`src/rtl/ristretto_prefetch_unit_if.sv`:
```
// Instruction-memory request/response bus shared by the prefetch unit (master) and memory (slave).
interface ristretto_prefetch_unit_if #(
    parameter int DataWidth = 32,
    parameter int AddrWidth = 32
);
    logic                 pf_instr_req_o;
    logic [AddrWidth-1:0] pf_instr_addr_o;
    logic                 pf_instr_ready_i;
    logic                 pf_instr_valid_i;
    logic [DataWidth-1:0] pf_instr_rdata_i;

    modport master (
        output pf_instr_req_o, pf_instr_addr_o,
        input  pf_instr_ready_i, pf_instr_valid_i, pf_instr_rdata_i
    );

    modport slave (
        input  pf_instr_req_o, pf_instr_addr_o,
        output pf_instr_ready_i, pf_instr_valid_i, pf_instr_rdata_i
    );
endinterface

```
`src/rtl/ristretto_prefetch_unit.sv`:
```
// Pipelined instruction prefetcher: several requests in flight, {data, pc} FIFO toward IF,
// flush/redirect that drops stale responses, and NOP injection on hazards.
module ristretto_prefetch_unit #(
    parameter int                   DataWidth      = 32,
    parameter int                   AddrWidth      = 32,
    parameter int                   FifoDepth      = 4,
    parameter int                   MaxOutstanding = 2,
    parameter logic [AddrWidth-1:0] BootAddr       = AddrWidth'(32'h0000_0080)
) (
    input  logic                         clk_i,
    input  logic                         rst_i,
    ristretto_prefetch_unit_if.master    mem,
    input  logic                         pf_fetch_en_i,
    input  logic                         pf_flush_i,
    input  logic [AddrWidth-1:0]         pf_flush_addr_i,
    output logic [DataWidth-1:0]         pf_instr_o,
    output logic [AddrWidth-1:0]         pf_instr_pc_o,
    output logic                         pf_instr_valid_o,
    input  logic                         pf_id_ready_i,
    output logic [1:0]                   pf_penality_o,
    input  logic                         pf_trap_hazard_flag_i,
    input  logic                         pf_ctrl_hazard_flag_i,
    output logic                         pf_busy_o,
    output logic [$clog2(FifoDepth):0]   pf_occupancy_o
);
    localparam int PtrW = $clog2(FifoDepth);
    localparam int CntW = PtrW + 1;
    localparam int OsW  = $clog2(MaxOutstanding + 1);
    localparam int PqW  = (MaxOutstanding > 1) ? $clog2(MaxOutstanding) : 1;
    localparam int SumW = CntW + 1;
    localparam logic [DataWidth-1:0] Nop = DataWidth'(32'h0000_0013);

    logic [AddrWidth-1:0] fetch_addr_q;
    logic                 req_q, req_n;
    logic [OsW-1:0]       outstanding_q, outstanding_n;
    logic [OsW-1:0]       discard_q, discard_n;
    logic [CntW-1:0]      count_q, count_n;
    logic [PtrW-1:0]      rd_ptr_q, wr_ptr_q;
    logic [PqW-1:0]       pcq_rd_q, pcq_wr_q;
    logic [SumW-1:0]      live_sum;

    logic [DataWidth-1:0] fifo_data [FifoDepth];
    logic [AddrWidth-1:0] fifo_pc   [FifoDepth];
    logic [AddrWidth-1:0] pcq       [MaxOutstanding];

    logic accept, resp, drop, push, pop;

    function automatic logic [PqW-1:0] pcq_next(input logic [PqW-1:0] p);
        return (p == PqW'(MaxOutstanding - 1)) ? '0 : p + PqW'(1);
    endfunction

    assign accept = req_q & mem.pf_instr_ready_i;
    // A response with nothing outstanding is a protocol error and is ignored outright.
    assign resp   = mem.pf_instr_valid_i & (outstanding_q != '0);
    assign drop   = resp & (discard_q != '0);
    assign push   = resp & ~drop & ~pf_flush_i;
    assign pop    = pf_instr_valid_o & pf_id_ready_i & ~pf_flush_i;

    always_comb begin
        // NOTE: every variable gets a default first so no path leaves one unassigned (no latches).
        outstanding_n = outstanding_q + OsW'(accept) - OsW'(resp);
        discard_n     = discard_q;
        count_n       = count_q;
        req_n         = 1'b0;

        if (pf_flush_i) begin
            discard_n = outstanding_n;
            count_n   = '0;
        end else begin
            if (drop) discard_n = discard_q - OsW'(1);
            count_n = count_q + CntW'(push) - CntW'(pop);
        end

        // Live responses must always find a FIFO slot, so a new request is only raised if one is free.
        live_sum = SumW'(count_n) + SumW'(outstanding_n - discard_n);

        if (pf_flush_i) begin
            req_n = 1'b0;
        end else if (req_q && !mem.pf_instr_ready_i) begin
            req_n = 1'b1;
        end else begin
            req_n = pf_fetch_en_i && (outstanding_n < OsW'(MaxOutstanding))
                    && (live_sum < SumW'(FifoDepth));
        end
    end

    // NOTE: sequential state is updated with non-blocking assignments only.
    always_ff @(posedge clk_i) begin
        if (rst_i) begin
            fetch_addr_q  <= BootAddr;
            req_q         <= 1'b0;
            outstanding_q <= '0;
            discard_q     <= '0;
            count_q       <= '0;
            rd_ptr_q      <= '0;
            wr_ptr_q      <= '0;
            pcq_rd_q      <= '0;
            pcq_wr_q      <= '0;
        end else begin
            req_q         <= req_n;
            outstanding_q <= outstanding_n;
            discard_q     <= discard_n;
            count_q       <= count_n;

            if (pf_flush_i)  fetch_addr_q <= pf_flush_addr_i;
            else if (accept) fetch_addr_q <= fetch_addr_q + AddrWidth'(4);

            if (accept) pcq_wr_q <= pcq_next(pcq_wr_q);
            if (resp)   pcq_rd_q <= pcq_next(pcq_rd_q);

            if (pf_flush_i) begin
                rd_ptr_q <= '0;
                wr_ptr_q <= '0;
            end else begin
                if (push) wr_ptr_q <= wr_ptr_q + PtrW'(1);
                if (pop)  rd_ptr_q <= rd_ptr_q + PtrW'(1);
            end
        end
    end

    // NOTE: storage arrays are not reset; pointers and counts alone decide which entries are valid.
    always_ff @(posedge clk_i) begin
        if (accept) pcq[pcq_wr_q] <= fetch_addr_q;
        if (push) begin
            fifo_data[wr_ptr_q] <= mem.pf_instr_rdata_i;
            fifo_pc[wr_ptr_q]   <= pcq[pcq_rd_q];
        end
    end

    assign mem.pf_instr_req_o  = req_q;
    assign mem.pf_instr_addr_o = fetch_addr_q;

    assign pf_instr_valid_o = (count_q != '0);
    assign pf_instr_o       = (pf_trap_hazard_flag_i || pf_ctrl_hazard_flag_i || !pf_instr_valid_o)
                              ? Nop : fifo_data[rd_ptr_q];
    // With an empty FIFO the PC shows the next fetch address, which is BootAddr out of reset.
    assign pf_instr_pc_o    = pf_instr_valid_o ? fifo_pc[rd_ptr_q] : fetch_addr_q;
    assign pf_penality_o    = {pf_trap_hazard_flag_i, pf_ctrl_hazard_flag_i};
    assign pf_busy_o        = (outstanding_q != '0) || req_q;
    assign pf_occupancy_o   = count_q;
endmodule

```
`src/flat_wrapper.sv`:
```
// flat-port wrapper written by rule: the top's interface ports become plain ports
module ristretto_prefetch_unit_flat 
#(
    parameter int                   DataWidth      = 32,
    parameter int                   AddrWidth      = 32,
    parameter int                   FifoDepth      = 4,
    parameter int                   MaxOutstanding = 2,
    parameter logic [AddrWidth-1:0] BootAddr       = AddrWidth'(32'h0000_0080)
)
  (clk_i, rst_i, pf_fetch_en_i, pf_flush_i, pf_flush_addr_i, pf_instr_o, pf_instr_pc_o, pf_instr_valid_o, pf_id_ready_i, pf_penality_o, pf_trap_hazard_flag_i, pf_ctrl_hazard_flag_i, pf_busy_o, pf_occupancy_o, mem_pf_instr_req_o, mem_pf_instr_addr_o, mem_pf_instr_ready_i, mem_pf_instr_valid_i, mem_pf_instr_rdata_i);
  ristretto_prefetch_unit_if #(.DataWidth(DataWidth), .AddrWidth(AddrWidth)) mem_i ();
  input  logic clk_i;
  input  logic rst_i;
  input  logic pf_fetch_en_i;
  input  logic pf_flush_i;
  input  logic [AddrWidth-1:0] pf_flush_addr_i;
  output logic [DataWidth-1:0] pf_instr_o;
  output logic [AddrWidth-1:0] pf_instr_pc_o;
  output logic pf_instr_valid_o;
  input  logic pf_id_ready_i;
  output logic [1:0] pf_penality_o;
  input  logic pf_trap_hazard_flag_i;
  input  logic pf_ctrl_hazard_flag_i;
  output logic pf_busy_o;
  output logic [$clog2(FifoDepth):0] pf_occupancy_o;
  output wire logic [$bits(mem_i.pf_instr_req_o)-1:0] mem_pf_instr_req_o;
  output wire logic [$bits(mem_i.pf_instr_addr_o)-1:0] mem_pf_instr_addr_o;
  input wire logic [$bits(mem_i.pf_instr_ready_i)-1:0] mem_pf_instr_ready_i;
  input wire logic [$bits(mem_i.pf_instr_valid_i)-1:0] mem_pf_instr_valid_i;
  input wire logic [$bits(mem_i.pf_instr_rdata_i)-1:0] mem_pf_instr_rdata_i;
  assign mem_pf_instr_req_o = mem_i.pf_instr_req_o;
  assign mem_pf_instr_addr_o = mem_i.pf_instr_addr_o;
  assign mem_i.pf_instr_ready_i = mem_pf_instr_ready_i;
  assign mem_i.pf_instr_valid_i = mem_pf_instr_valid_i;
  assign mem_i.pf_instr_rdata_i = mem_pf_instr_rdata_i;
  ristretto_prefetch_unit #(.DataWidth(DataWidth), .AddrWidth(AddrWidth), .FifoDepth(FifoDepth), .MaxOutstanding(MaxOutstanding), .BootAddr(BootAddr)) u_core (.clk_i(clk_i), .rst_i(rst_i), .mem(mem_i), .pf_fetch_en_i(pf_fetch_en_i), .pf_flush_i(pf_flush_i), .pf_flush_addr_i(pf_flush_addr_i), .pf_instr_o(pf_instr_o), .pf_instr_pc_o(pf_instr_pc_o), .pf_instr_valid_o(pf_instr_valid_o), .pf_id_ready_i(pf_id_ready_i), .pf_penality_o(pf_penality_o), .pf_trap_hazard_flag_i(pf_trap_hazard_flag_i), .pf_ctrl_hazard_flag_i(pf_ctrl_hazard_flag_i), .pf_busy_o(pf_busy_o), .pf_occupancy_o(pf_occupancy_o));
endmodule
```
`config.mk`:
```
export PLATFORM = sky130hd
export DESIGN_NAME = ristretto_prefetch_unit_flat
export DESIGN_NICKNAME = d
export VERILOG_FILES = /design/src/rtl/ristretto_prefetch_unit_if.sv /design/src/rtl/ristretto_prefetch_unit.sv /design/src/flat_wrapper.sv
export SDC_FILE = /design/constraint.sdc
export NUM_CORES = 1
export LEC_CHECK = 0
export CORE_MARGIN = 1.5
export CORE_UTILIZATION = 58
export CTS_BUF_LIST = sky130_fd_sc_hd__clkbuf_2
export CTS_CLUSTER_DIAMETER = 40
export DETAILED_ROUTE_END_ITERATION = 8
export PLACE_DENSITY = 0.82
export SETUP_SLACK_MARGIN = 0.05
export SYNTH_ARGS = -nofsm -noshare
export SYNTH_HDL_FRONTEND = slang
export SYNTH_SLANG_ARGS = --single-unit
```
`constraint.sdc`:
```
create_clock -name clk_i -period 4.97 [get_ports clk_i]
set_input_delay 1.491 -clock clk_i [delete_from_list [all_inputs] [get_ports clk_i]]
set_output_delay 1.491 -clock clk_i [all_outputs]
set_load 0.01 [all_outputs]
```
Word-level counts from Yosys, hierarchy flattened
Memories as Yosys holds them, arrays and structs flattened. A register that Yosys moved wholly into a read port is not among the register bits.
Cells that the tools add are included.
- flip-flop bits (word level): 46
- memory bits (writable): 320
- input bits: 73
- output and inout port bits: 104
- memories: 3
- add/subtract/negate cells: 12
- magnitude comparators: 2
- mux-type cells: 20
- bitwise gates (word level): 9
- reduce and logical (&&, ||, !) cells: 13
- memories (memory ; words ; bits a word ; rd ports ; clocked after memory_dff ; wr ports ; line ; text):
    u_core.fifo_data ; 4 ; 32 ; 1 ; 1 ; 1 ; ristretto_prefetch_unit.sv:42 ; logic [DataWidth-1:0] fifo_data [FifoDepth];
    u_core.fifo_pc ; 4 ; 32 ; 1 ; 1 ; 1 ; ristretto_prefetch_unit.sv:43 ; logic [AddrWidth-1:0] fifo_pc [FifoDepth];
    u_core.pcq ; 2 ; 32 ; 1 ; 1 ; 1 ; ristretto_prefetch_unit.sv:44 ; logic [AddrWidth-1:0] pcq [MaxOutstanding];
- operators with widths (cell ; count):
    $mux W32 ; 4
    $add A32 B3 Y32 const B ; 1
    $mux W2 ; 6
    $mux W1 ; 9
    $and A1 B1 Y1 ; 7
    $reduce_bool A2 Y1 ; 3
    $add A2 B1 Y2 const B ; 2
    $add A3 B4 Y4 ; 1
    $lt A4 B3 Y1 const B ; 1
    $add A3 B1 Y3 ; 1
    $logic_and A1 B1 Y1 ; 3
    $logic_or A1 B1 Y1 ; 3
    $mux W3 ; 1
    $reduce_bool A3 Y1 ; 1
    $sub A2 B2 Y3 ; 1
    $sub A3 B1 Y3 ; 1
    $add A1 B1 Y1 const B ; 2
    $add A2 B1 Y2 ; 1
    $logic_not A1 Y1 ; 2
    $lt A2 B2 Y1 const B ; 1
    $not A1 Y1 ; 2
    $reduce_or A2 Y1 ; 1
    $sub A2 B1 Y2 ; 1
    $sub A2 B1 Y2 const B ; 1

Depth between registers and ports, before layout
Gate-level depths: netlist of run 1.
- word-level depth: 13
- gate-level depth with buffers: 16
- depth with buffers taken out: 16

Worst setup path after synthesis of run 1
OpenSTA, ideal clock, no wires.
- path type: input-to-reg
- start: input port mem_pf_instr_valid_i
- end: register u_core.req_q, in the netlist u_core.mem.pf_instr_req_o
- setup time: 0.120 ns
- arrival time: 4.019 ns
- path slack: 0.831 ns
- stages: 15
- buffers on the path: 0
- cell sequence: o21ai_0 inv_1 ha_1 inv_1 ha_1 nor2_1 a21oi_1 ha_1 inv_1 fa_1 ha_1 nor4bb_1 nor4_1 o211ai_1 a21oi_1
- elaborated cells between the ends (all ways): 18
- RTL lines (item ; line ; text):
    start, declared ; flat_wrapper.sv:29 ; input wire logic [$bits(mem_i.pf_instr_valid_i)-1:0] mem_pf_instr_valid_i;
    $and A1 B1 Y1 ; ristretto_prefetch_unit.sv:54 ; assign resp = mem.pf_instr_valid_i & (outstanding_q != '0);
    net u_core.resp ; ristretto_prefetch_unit.sv:46 ; logic accept, resp, drop, push, pop;
    $sub A2 B1 Y2 ; ristretto_prefetch_unit.sv:61 ; outstanding_n = outstanding_q + OsW'(accept) - OsW'(resp);
    net u_core.outstanding_n[0] ; ristretto_prefetch_unit.sv:35 ; logic [OsW-1:0] outstanding_q, outstanding_n;
    $mux W2 ; ristretto_prefetch_unit.sv:66 ; if (pf_flush_i) begin
    net u_core.discard_n[0] ; ristretto_prefetch_unit.sv:36 ; logic [OsW-1:0] discard_q, discard_n;
    $sub A2 B2 Y3 ; ristretto_prefetch_unit.sv:75 ; live_sum = SumW'(count_n) + SumW'(outstanding_n - discard_n);
    $add A3 B4 Y4 ; ristretto_prefetch_unit.sv:75 ;
    $lt A4 B3 Y1 ; ristretto_prefetch_unit.sv:83 ; && (live_sum < SumW'(FifoDepth));
    $logic_and A1 B1 Y1 ; ristretto_prefetch_unit.sv:83 ;
    $mux W1 ; ristretto_prefetch_unit.sv:79 ; end else if (req_q && !mem.pf_instr_ready_i) begin
    end signal, assigned ; ristretto_prefetch_unit.sv:100 ; req_q <= req_n;
    end, declared ; ristretto_prefetch_unit.sv:34 ; logic req_q, req_n;
The timed path passes the listed nets, and every way through them passes these cells.
A chain may end at the register's enable or synchronous reset.

Worst setup path after layout of run 1
- start: input port pf_ctrl_hazard_flag_i
- end: output port pf_instr_o[1]
- cells in the longest elaborated chain, start to end: 3
- ends and longest elaborated chain (item ; line ; text):
    start, declared ; flat_wrapper.sv:23 ; input logic pf_ctrl_hazard_flag_i;
    $logic_or A1 B1 Y1 (2 in a row) ; ristretto_prefetch_unit.sv:134 ; assign pf_instr_o = (pf_trap_hazard_flag_i || pf_ctrl_hazard_flag_i || !pf_instr_valid_o)
    $mux W32 ; ristretto_prefetch_unit.sv:135 ; ? Nop : fifo_data[rd_ptr_q];
    end, declared ; flat_wrapper.sv:17 ; output logic [DataWidth-1:0] pf_instr_o;
No other way between the ends.

==> results of run 1 <==
-- cell type report --
class	instances	share of cell area (%)
multi-input combinational	415	22.8
antenna	1	0.0138
sequential	369	58.6
inverter	24	0.498
clock inverter	29	1.07
timing repair buffer	199	11.2
tap	330	2.28
clock buffer	129	3.57
-- logic make-up (layout without fill, tap and decap cells) --
family          after synthesis  after routing  synth area share (%)
flops                       369            369                  70.7
simple gates                189            189                  7.19
mux                         130            130                  14.6
buf+inv                      66            381                  1.86
compound gates               61             61                  3.03
xor+xnor                     20             20                  1.26
fa+ha+maj                    15             15                  1.35
other cells                   0              1                     0
-- per-layer routing --
| layer | global-route usage (%) | wire length (um) | vias up |
|---|---|---|---|
| met2 | 40.0 | 15600 | 447 |
| met5 | 0 | 0 | - |
| met4 | 8.68 | 654 | 0 |
| met3 | 6.25 | 2820 | 54 |
| li1 | - | - | 3947 |
| met1 | 32.5 | 12900 | 4325 |
-- critical path: stages --
cell and delay, ns:
clkdlybuf4s50_1 0.43, or3_1 0.43, buf_12 0.19, or2_2 0.30, clkdlybuf4s50_1 0.48
-- sequential cells by signal, summed over array words and instances (netlist names), named ones only --
| name | cells |
|---|---|
| u_core.discard_q | 2 |
| u_core.fifo_data | 128 |
| u_core.fifo_pc | 128 |
| u_core.mem.pf_instr_addr_o | 32 |
| u_core.mem.pf_instr_req_o | 1 |
| u_core.outstanding_q | 2 |
| u_core.pcq | 64 |
| u_core.pcq_rd_q | 1 |
| u_core.pcq_wr_q | 1 |
| u_core.pf_occupancy_o | 3 |
| u_core.rd_ptr_q | 2 |
| u_core.wr_ptr_q | 2 |
-- repair_timing --
| item | CTS | global route |
|---|---|---|
| setup buffers | 0 | 1 |
| endpoints found under the hold margin | 0 | 0 |
| endpoints found under the setup margin | 0 | 2 |
-- path summary, 6_finish.rpt --
kind,endpoint,slack (ns),cells past startpoint,startpoint
worst max-delay path,pf_instr_o[1],0.16,5,pf_ctrl_hazard_flag_i
worst min-delay path,u_core.wr_ptr_q[1],0.50,2,u_core.wr_ptr_q[1]
worst max register to register,u_core.mem.pf_instr_req_o,1.53,14,u_core.outstanding_q[1]
worst min register to register,u_core.wr_ptr_q[1],0.50,2,u_core.wr_ptr_q[1]
-- where the power goes --
group          switching [W]  leakage (nW)  internal [W]
logic               0.000372          2.09      0.000379
clock network        0.00113         0.625      0.000848
registers          0.0000769          3.29       0.00351
total                0.00158          6.01       0.00474
-- cell usage in the layout, fill, tap and decap left out, types with 3 or more instances in the layout --
cell type,count
edfxtp_1,320
clkdlybuf4s50_1,176
clkbuf_2,129
mux4_2,64
mux2_2,64
dfxtp_1,47
nor2_1,42
nor2b_1,29
nand2_1,23
clkinv_1,23
inv_1,22
buf_4,16
xnor2_1,15
nand4_1,15
nand3_1,13
ha_1,13
a211oi_1,11
a311oi_1,11
nor3_1,10
o21ai_0,8
o31ai_1,8
and3_1,7
or4_1,6
buf_12,6
or3_1,5
a21oi_1,5
and4_1,5
nor4_1,5
xor2_1,4
or2_2,4
and2_4,4
and2_1,4
o211ai_1,3
o221ai_1,3
bufinv_16,3
-- stage by stage --
step | instance area [um^2] | total power (W)
6_report | 18100 | 0.00632
5_1_grt | 18100 | 0.00660
4_1_cts | 18100 | 0.00637
3_5_place_dp | 17200 | 0.00441
3_3_place_gp | 17200 | 0.00439
2_1_floorplan | 15000 | 0.00407
==> results.ini, run 1 <==
[outcome]
outcome=completed

[timing]
holdWs_ns=0.495
setup_ws_ns=0.165
fmax_ghz=0.208
worst_pin_slew_ns=0.830
final.setup_skew_ns=0.0952
finalCriticalPeriod_ns=4.81
setup_viol=0
min_period_over_period_pct=96.7
grt_setup_unrepaired=no
slew_viol_final=0
hold_viol_final=0
fin_setup_tns_ns=0
slew_headroom_pct=44.7

[placement]
io_buffers=176
dp_cells=1336
place_congestion=0.826
hpwl_mm=19.7
dp_slack_ns=0.136

[clocking]
clk_path_buf_depth=3
clock_latency_ns=0.87
cts-hold-fix-buffers=0
clk_pin_slew_ns=0.08
cts_tree=done
numCtsBuffers=88
htreeDepth=3
cts_resized=0
cts_sinks=369
cts_root_buf=clkbuf_2

[cells_and_area]
final_cells=1496
final_util_pct=71.7
nets=1185
area_growth_pct=20.9
drive_above_1_share_pct=26.6
n_fill_cell=1600
multi_input_area_mm2=0.00413
seq_area_mm2=0.0106

[die]
coreArea_mm2=0.0253
dieArea_mm2=0.0268
initial_core_util_pct=59.3
ios=177
core.rowCount=58
die_h_um=164
die_x_um=164

[routing]
dr.pass1.iters=5
drc=0
ant_nets=0
drtIter0Drc=704
routedWlPerCell_um=21.4
detail_route.wirelength_mm=32.0
via_count=8773
vias_per_cell=5.86

[logic_synthesis]
yosys_warnings=0
synth_top_area_cell=edfxtp_1
synth_area_mm2=0.0150
ys_types=60
yosys-top-cells-count=edfxtp_1, mux2_2, mux4_2, dfxtp_1, nor2_1
yosysMostFrequentCell=edfxtp_1
synth_fp_nets=938
synth_area_per_cell_um2=17.6
synth-main-ff-cell=edfxtp_1
synth.top_cell.area_share_pct=64.2
yosysSeqAreaShare_pct=70.7
synth_edf_count=320
ys_async_sr_fraction_pct=0
ys_ff_latch=369
yosys-top-cells-area=edfxtp_1, mux4_2, dfxtp_1, mux2_2, nor2b_1
synthCells=850

[critical_path]
worstPathRequired_ns=3.48
path_class=input port to primary output
crit_arrival_ns=3.31
critPathLaunchType=input port
cp-end-kind=primary output
path_max_fanout=32

[run]
max-cap-violations=0

[grt]
grt_max_degree=65
grt_usage_pct=24.6
overflow=0
grt_antenna_before_repair=1
grt_pass1_vias=8846
grt_pass1_wl_mm=49.2

[min_path]
hold_class=flip-flop to flip-flop

[pwr]
ir_worst_vdd_uv=246
cellPowerDensity_mw_per_mm2=349
p_leak_nw=6.01

No activity file was read; power rests on OpenSTA's default activity.
==> run 2, diff against run 1 <==
--- a/config.mk
+++ b/config.mk
@@ -11,7 +11,9 @@
 export CTS_CLUSTER_DIAMETER = 40
 export DETAILED_ROUTE_END_ITERATION = 8
 export PLACE_DENSITY = 0.82
+export REMOVE_ABC_BUFFERS = 1
 export SETUP_SLACK_MARGIN = 0.05
+export SLEW_MARGIN = 20
 export SYNTH_ARGS = -nofsm -noshare
 export SYNTH_HDL_FRONTEND = slang
 export SYNTH_SLANG_ARGS = --single-unit
==> run 2 against run 1 <==
- total power shrank 1.9%
- worst hold slack better by 0.030 ns
- non-clock buffer count is 2 higher
- critical endpoint is now pf_instr_o[4]
==> results.ini, run 2 (same netlist as run 1, synthesis figures left out) <==
[outcome]
outcome=completed  ; unchanged

[grt]
grt_antenna_before_repair=1  ; unchanged
grt_pass1_wl_mm=49.6  ; was 49.2 mm
grt_pass1_vias=8940  ; was 8846
grt_max_degree=48  ; was 65
grt_usage_pct=25.0  ; was 24.6%
overflow=0  ; unchanged

[min_path]
hold_depth=0  ; was 2
hold_class=flip-flop to flip-flop  ; unchanged
min_from=u_core.mem.pf_instr_addr_o[1]  ; was u_core.wr_ptr_q[1]
hold_path_end=u_core.pcq[0][1]  ; was u_core.wr_ptr_q[1]

[cells_and_area]
layout_commonest_cell=edfxtp_1  ; unchanged
area_growth_pct=20.6  ; was 20.9%
reg_top3=u_core.fifo_data: 128 flops, u_core.fifo_pc: 128 flops, u_core.pcq: 64 flops  ; unchanged
nets=1187  ; was 1185
drive_above_1_share_pct=26.8  ; was 26.6%
mostFrequentLayoutCells=edfxtp_1, clkdlybuf4s50_1, clkbuf_2  ; unchanged
fin_area_mm2=0.0181  ; about the same

[pwr]
switching_share_pct=25.7  ; was 25.0%
cellPowerDensity_mw_per_mm2=343  ; was 349 mW/mm^2
p_leak_nw=6.00  ; was 6.01 nW
power.switching_w=0.00159  ; was 0.00158 W
ir_worst_vdd_uv=218  ; was 246 uV
p_comb_share_pct=12.2  ; was 11.9%
pwr-share-seq_pct=57.9  ; was 56.8%
pwr-share-clk_pct=29.9  ; was 31.3%
p_int_w=0.00460  ; was 0.00474 W

[die]
die_x_um=164  ; unchanged
coreArea_mm2=0.0253  ; unchanged
ios=177  ; unchanged
initial_core_util_pct=59.3  ; unchanged
dieArea_mm2=0.0268  ; unchanged
core.rowCount=58  ; unchanged
die_h_um=164  ; unchanged

[clocking]
clock_latency_ns=0.87  ; about the same
cts_tree=done  ; unchanged
cts-hold-fix-buffers=0  ; unchanged
cts_root_buf=clkbuf_2  ; unchanged
cts_resized=0  ; unchanged
clk_path_buf_depth=3  ; unchanged
htreeDepth=3  ; unchanged
cts_sinks=369  ; unchanged
clk_pin_slew_ns=0.10  ; was 0.08 ns
post_cts_buffers=0  ; unchanged
numCtsBuffers=88  ; unchanged

[critical_path]
path_class=input port to primary output  ; unchanged
critPathLaunchType=input port  ; unchanged
crit-reg2reg-launch=u_core.outstanding_q[1]  ; unchanged
worstPathRequired_ns=3.48  ; about the same
startpoint=pf_ctrl_hazard_flag_i  ; unchanged
reg2reg_depth=15  ; was 14
cp-end-kind=primary output  ; unchanged
crit_arrival_ns=3.29  ; was 3.31 ns
rrSetupSlack_ns=1.51  ; was 1.53 ns
reg2reg_to=u_core.mem.pf_instr_req_o  ; unchanged
path_max_fanout=32  ; unchanged

[timing]
min_period_over_period_pct=96.3  ; was 96.7%
hold_viol_final=0  ; unchanged
grt_setup_unrepaired=no  ; unchanged
setup_ws_ns=0.185  ; was 0.165 ns
final.setup_skew_ns=0.0603  ; was 0.0952 ns
worst_pin_slew_ns=0.789  ; was 0.830 ns
slew_viol_final=0  ; unchanged
setup_viol=0  ; unchanged
slew_headroom_pct=47.4  ; was 44.7%
fmax_ghz=0.209  ; was 0.208 GHz
holdWs_ns=0.526  ; was 0.495 ns
finalCriticalPeriod_ns=4.78  ; was 4.81 ns

[routing]
ant_nets=0  ; unchanged
drtIter0Drc=849  ; was 704
detail_route.wirelength_mm=32.5  ; was 32.0 mm
dr.pass1.iters=6  ; was 5
via_count=8811  ; was 8773
drc=0  ; unchanged
routedWlPerCell_um=21.6  ; was 21.4 um
vias_per_cell=5.86  ; about the same

[placement]
io_buffers=176  ; unchanged
hpwl_mm=20.6  ; was 19.7 mm
place_congestion=0.916  ; was 0.826
dpl_cell_area_mm2=0.0173  ; was 0.0172 mm^2
dp_slack_ns=0.171  ; was 0.136 ns

[run]
max-cap-violations=0  ; unchanged

## run 2: cell count changes in the layout (fill, tap and decap cells not counted), sizes merged
cell	change
bufinv	-3
diode	+1
clkinv	+5
buf	+2
clkbuf	+3
## run 2: area by class of cell
cell class	instances	area, um^2
Antenna cell	2	5.00
Clock buffer	132	661
Clock inverter	31	125
Fill cell	1658	7200
Inverter	24	90.1
Multi-Input combinational cell	415	4130
Sequential cell	369	10600
Tap cell	330	413
Timing Repair Buffer	201	2040
## run 2: worst max-delay path, stage by stage
cell and delay (ns):
clkdlybuf4s50_1 0.42, or3_1 0.42, buf_12 0.18, or2_2 0.29, clkdlybuf4s50_1 0.48
## run 2: how the worst max path moves through the flow
stage,endpoint,slack [ns],cells past startpoint
2_1_floorplan,pf_instr_o[0],-0.20,2
3_3_place_gp,pf_instr_o[4],0.21,5
3_5_place_dp,u_core.mem.pf_instr_req_o,0.17,16
4_1_cts,pf_instr_pc_o[12],0.15,4
5_1_grt,pf_instr_pc_o[12],0.07,4
6_report,pf_instr_o[4],0.19,5
## run 2: layer usage
layer / routed length [um] / track usage [%] / vias to the layer above / part of all wire (%)
li1: - / - / 3952 / -
met1: 13400 / 33.9 / 4379 / 41
met2: 15800 / 39.7 / 419 / 49
met3: 2620 / 6.02 / 61 / 8.1
met4: 660 / 9.34 / 0 / 2.0
met5: 0 / 0 / - / 0
## run 2: power by group through the flow
stage	logic, W	clock network (W)	registers, W
finish	0.000757	0.00185	0.00359
global route	0.000825	0.00205	0.00360
CTS	0.000761	0.00190	0.00359
detailed placement	0.000756	0	0.00366
global placement	0.000730	0	0.00365
floorplan	0.000394	0	0.00366
## run 2: stage by stage
stage / TNS (ns) / cells / power, W / util, %
2_1_floorplan: -8.30 / 808 / 0.00406 / -
3_3_place_gp: 0 / 1339 / 0.00438 / 68.4
3_5_place_dp: 0 / 1339 / 0.00441 / 68.4
4_1_cts: 0 / 1502 / 0.00625 / 71.5
5_1_grt: 0 / 1503 / 0.00647 / 71.5
6_report: 0 / 1504 / 0.00620 / 71.5
